**config.mk**
```make
export PLATFORM = sky130hd
export DESIGN_NAME = mem_port_arbiter
export DESIGN_NICKNAME = d
export VERILOG_FILES = /design/src/rtl/mem_port_arbiter.sv
export SDC_FILE = /design/constraint.sdc
export NUM_CORES = 1
export LEC_CHECK = 0
export CORE_AREA = 2 2 121 123
export DETAILED_ROUTE_END_ITERATION = 10
export DIE_AREA = 0 0 123 125
export SYNTH_ARGS = -nofsm -noshare
export SYNTH_HDL_FRONTEND = slang
export SYNTH_SLANG_ARGS = --single-unit
```
**constraint.sdc**
```tcl
create_clock -name clk -period 4.6 [get_ports clk]
set_input_delay 0.92 -clock clk [delete_from_list [all_inputs] [get_ports clk]]
set_output_delay 0.92 -clock clk [all_outputs]
set_load 0.1 [all_outputs]
```
**src/rtl/mem_port_arbiter.sv**
```systemverilog
// Memory-port arbiter between the multicycle core and an external valid/ready master.
// The core has default priority; a starvation counter forces one external grant after MAX_WAIT refusals.
module mem_port_arbiter #(
  parameter int AW       = 32,
  parameter int DW       = 32,
  parameter int MAX_WAIT = 4,
  parameter int CW       = 16
) (
  input  logic          clk,
  input  logic          reset,
  input  logic          cpu_req,
  input  logic          cpu_we,
  input  logic [AW-1:0] cpu_adr,
  input  logic [DW-1:0] cpu_wd,
  output logic [DW-1:0] cpu_rd,
  output logic          cpu_stall,
  input  logic          ext_valid,
  output logic          ext_ready,
  input  logic          ext_we,
  input  logic [AW-1:0] ext_adr,
  input  logic [DW-1:0] ext_wd,
  output logic [DW-1:0] ext_rdata,
  output logic          ext_rvalid,
  output logic          mem_we,
  output logic [AW-1:0] mem_adr,
  output logic [DW-1:0] mem_wd,
  input  logic [DW-1:0] mem_rd,
  output logic [CW-1:0] stall_count
);

  localparam int             WCW      = $clog2(MAX_WAIT + 1);
  localparam logic [WCW-1:0] WAIT_MAX = WCW'(MAX_WAIT);

  // Handshake: an ext request is accepted in any cycle where ext_valid & ext_ready;
  // the master holds ext_* stable until then, and read data follows one cycle later with ext_rvalid.

  logic [WCW-1:0] r_wait_cnt;
  logic [DW-1:0]  r_ext_rdata;
  logic           r_ext_rvalid;
  logic [CW-1:0]  r_stall_count;

  logic w_force;
  logic w_g_ext;
  logic w_g_cpu;

  assign w_force = ext_valid & (r_wait_cnt == WAIT_MAX);
  assign w_g_ext = ext_valid & (~cpu_req | w_force);
  assign w_g_cpu = cpu_req & ~w_g_ext;

  assign ext_ready   = w_g_ext;
  assign cpu_stall   = cpu_req & w_g_ext;
  assign cpu_rd      = mem_rd;
  assign ext_rdata   = r_ext_rdata;
  assign ext_rvalid  = r_ext_rvalid;
  assign stall_count = r_stall_count;

  // With no owner the core address is still presented so its combinational read path stays live.
  always_comb begin
    mem_adr = cpu_adr;
    mem_wd  = cpu_wd;
    mem_we  = 1'b0;
    if (w_g_ext) begin
      mem_adr = ext_adr;
      mem_wd  = ext_wd;
      mem_we  = ext_we;
    end else if (w_g_cpu) begin
      mem_we  = cpu_we;
    end
  end

  always_ff @(posedge clk or negedge reset) begin
    if (!reset) begin
      r_wait_cnt <= '0;
    end else if (w_g_ext || !ext_valid) begin
      r_wait_cnt <= '0;
    end else if (r_wait_cnt != WAIT_MAX) begin
      r_wait_cnt <= r_wait_cnt + WCW'(1);
    end
  end

  always_ff @(posedge clk or negedge reset) begin
    if (!reset) begin
      r_ext_rdata  <= '0;
      r_ext_rvalid <= 1'b0;
    end else if (w_g_ext && !ext_we) begin
      r_ext_rdata  <= mem_rd;
      r_ext_rvalid <= 1'b1;
    end else begin
      r_ext_rvalid <= 1'b0;
    end
  end

  always_ff @(posedge clk or negedge reset) begin
    if (!reset) begin
      r_stall_count <= '0;
    end else if (cpu_stall && (r_stall_count != {CW{1'b1}})) begin
      r_stall_count <= r_stall_count + CW'(1);
    end
  end

endmodule

```
==> results.txt <==
----------------------------------------------------
[Logic synthesis]
  Cell with the most instances after synthesis ... sky130_fd_sc_hd__nand2_1
  Syn Std Cell Area ... 3207 um^2
  Proportion of netlist area held by the largest area contributor ... 40.58%
  Number of cells produced by synthesis ... 395
  Ys async rst share ... 100.0%
  Top flip-flop cell by instance count after synthesis ... sky130_fd_sc_hd__dfrtp_1
  Per-instance average area after synthesis ... 8.119 um^2
  Number of distinct library cell variants in the gate-level netlist after synthesis ... 30
  Total of warnings raised by yosys ... 0
  Sequential cell area fraction in the yosys report ... 40.58%
  Flops & latches, synth ... 52
  Synth cell count leaders ... sky130_fd_sc_hd__nand2_1 (196), sky130_fd_sc_hd__dfrtp_1 (52), sky130_fd_sc_hd__mux2_2 (34), sky130_fd_sc_hd__buf_4 (32), sky130_fd_sc_hd__xor2_1 (13)
  Library cell with the largest summed area after synthesis ... sky130_fd_sc_hd__dfrtp_1
  Biggest area contributors in the synthesized netlist ... sky130_fd_sc_hd__dfrtp_1 (41%), sky130_fd_sc_hd__nand2_1 (23%), sky130_fd_sc_hd__mux2_2 (12%)
  Count of flip-flops with a built-in enable after synthesis ... 0
  Synthesized netlist net count ... 564

[Floorplanning]
  Vertical extent of the die ... 125 um
  Starting density of the core ... 22.58%
  Site Rows ... 44
  Die boundary width ... 123 um
  Die area ... 15380 um^2
  Floorplan Core Area ... 14200 um^2
  I/O pins ... 314

[CTS]
  Insertion delay of the later-clocked pin in the worst-skew pair ... 0.29 ns
  Max Root-Sink Buffers ... 2
  Cts bufs inserted ... 5
  Cell chosen for the clock root ... sky130_fd_sc_hd__clkbuf_16
  H-tree depth ... 2
  Post-CTS Setup Inserts ... 0
  Post-CTS sizing ... 0
  Clock sink count ... 52
  Clock-pin slew reported for the worst setup and hold paths after clock tree synthesis ... 0.07 ns
  Post-CTS Hold Buffers ... 0
  TritonCTS clock tree ... done

[Timing]
  Pin slew with the least headroom to its limit ... 1.004 ns
  Final Cycle Share ... 84.91%
  Hold Vio Cnt, Final ... 0
  Setup total negative slack ... 0 ns
  Worst slew margin relative to its limit ... 32.86%
  Fmax ... 256.0 MHz
  Unrepaired setup endpoints after global routing ... false
  Final min period ... 3.906 ns
  Max-slew violation count ... 0
  Setup clock skew after layout ... 0.006986 ns
  Final-report setup violation count ... 0

[Route]
  WL/cell ... 15.19 um
  Vias post-DR ... 3619
  Drt total wl ... 12980 um
  Drt first pass iters ... 5
  Metal-1 WL ... 4889 um
  Residual antenna-violating net count after detailed routing ... 0
  Met3 wirelength from detailed routing ... 1444 um
  Routed met2 length ... 6069 um
  Top routing layer in use ... met4
  DRC errors left ... 0
  Post-detailed-route via-to-cell ratio ... 4.238
  First-iteration detailed-routing DRC count ... 157

[Worst setup path]
  Crit start category ... primary input
  Critical path destination ... mem_adr[9]
  Critical path peak fanout ... 65
  Critical Path Sink Type ... primary output
  Setup slack, reg-to-reg ... 2.22 ns
  CP Class ... primary input to primary output
  Reg2reg path depth ... 8
  Launching point of the worst reg2reg path ... r_wait_cnt[0]
  Arrival @ worst endpoint ... 2.99 ns
  Launch point of the critical path ... cpu_req
  Required time at the endpoint of the critical path ... 3.68 ns
  Reg2Reg Capture Point ... ext_rdata[27]

[Finish]
  N_diodes ... 0
  Core occupancy in the finished layout ... 43.80%
  Proportion of layout cells with a drive suffix above 1 ... 22.69%
  Post-layout net count ... 838
  Area growth syn-to-layout ... 93.99%

[Global routing]
  Initial antenna violation count ... 0
  Final global-route overflow total ... 0
  Vias in the first global route ... 3568
  Global-route wire length before repair ... 18970 um
  Pin count of the biggest net entering global routing ... 66
  Overall fraction of global-route tracks in use ... 15.55%

[Outcome]
  Outcome ... complete, no violations

[Min path]
  Class of the worst hold path ... flip-flop to flip-flop

[Pwr]
  Largest vdd supply drop ... 0.0002370 V
  Pwr dens ... 378.1 nW/um^2
  Static Leak ... 2.991 nW

[Placed design]
  Port buffer count ... 313
  Final weighted congestion in routability-driven placement ... 0.8816
  Final HPWL DP ... 10300 um

[Job]
  Max-cap violation count ... 0

----------------------------------------------------
-- critical path, stage by stage --
cell                              delay [ns]
sky130_fd_sc_hd__clkdlybuf4s50_1        0.58
sky130_fd_sc_hd__a21bo_2                0.27
sky130_fd_sc_hd__nand2_2                0.08
sky130_fd_sc_hd__buf_4                  0.53
sky130_fd_sc_hd__nand2_1                0.16
sky130_fd_sc_hd__nand2_1                0.10
sky130_fd_sc_hd__buf_4                  0.29
-- placed cells by master, fill, tap and decap left out, drive strengths merged, types with 3 or more instances in the layout --
| cell | synthesis | layout |
|---|---|---|
| dfrtp | 52 | 52 |
| xor2 | 13 | 13 |
| nor3 | 4 | 4 |
| nand3 | 8 | 8 |
| mux2 | 34 | 34 |
| nor4 | 9 | 9 |
| clkbuf | 3 | 6 |
| nand2 | 196 | 196 |
| buf | 47 | 104 |
| nor2 | 3 | 3 |
| ha | 3 | 3 |
| nand4 | 5 | 5 |
| inv | 5 | 6 |
| clkdlybuf4s50 | 0 | 213 |
-- report_power, final --
part | leakage [nW] | switching, mW | total, mW | internal [mW]
registers | 0.651 | 0.0281 | 0.540 | 0.512
logic | 2.26 | 1.03 | 1.38 | 0.355
clock network | 0.0815 | 0.170 | 0.429 | 0.259
-- registers in the layout, summed over array words and instances, names as in the netlist --
signal / flops
ext_rdata: 32
ext_rvalid: 1
r_wait_cnt: 3
stall_count: 16
-- logic make-up (layout without fill, tap and decap cells) --
kind of cell	Yosys count	in the layout	share of synthesized area, %
simple gates	232	232	30.63
buf+inv	55	330	10.61
flops	52	52	40.58
mux	35	35	12.25
xor+xnor	14	14	3.824
compound gates	4	4	0.9361
fa+ha+maj	3	3	1.171
-- layout make-up --
| type | count | area [um^2] |
|---|---|---|
| fillers | 1385 | 7983 |
| repair buffers | 317 | 2935 |
| multi-input cells | 288 | 1568 |
| flip-flops and latches | 52 | 1301 |
| well taps | 184 | 230.2 |
| clock buffers | 6 | 128.9 |
| clock inverters | 2 | 38.79 |
| inverters | 5 | 18.77 |
-- routing by layer --
metal / up-vias / track usage, %
li1: 1781 / -
met1: 1610 / 17.78
met2: 200 / 26.13
met3: 28 / 5.109
met4: 0 / 7.019
met5: - / 0
-- stage by stage --
step           instances  hold slack, ns  area [um^2]  setup WS (ns)  total power [mW]
2_1_floorplan        395          0.4340         3207         0.6012             1.544
3_3_place_gp         846          0.4557         6053         0.7399             1.932
3_5_place_dp         846          0.4588         6053         0.6899             1.938
4_1_cts              854          0.4741         6221         0.6833             2.376
5_1_grt              854          0.4933         6221         0.5511             2.429
6_report             854          0.4817         6221         0.6943             2.352
-- worst min path at each step --
stage                  start             to  depth (start not counted)
6_report       r_wait_cnt[0]  r_wait_cnt[0]                          1
5_1_grt        r_wait_cnt[0]  r_wait_cnt[0]                          1
4_1_cts        r_wait_cnt[0]  r_wait_cnt[0]                          1
3_5_place_dp   r_wait_cnt[0]  r_wait_cnt[0]                          1
3_3_place_gp   r_wait_cnt[0]  r_wait_cnt[0]                          1
2_1_floorplan  r_wait_cnt[0]  r_wait_cnt[0]                          1
(Power assumes the default switching activity.)
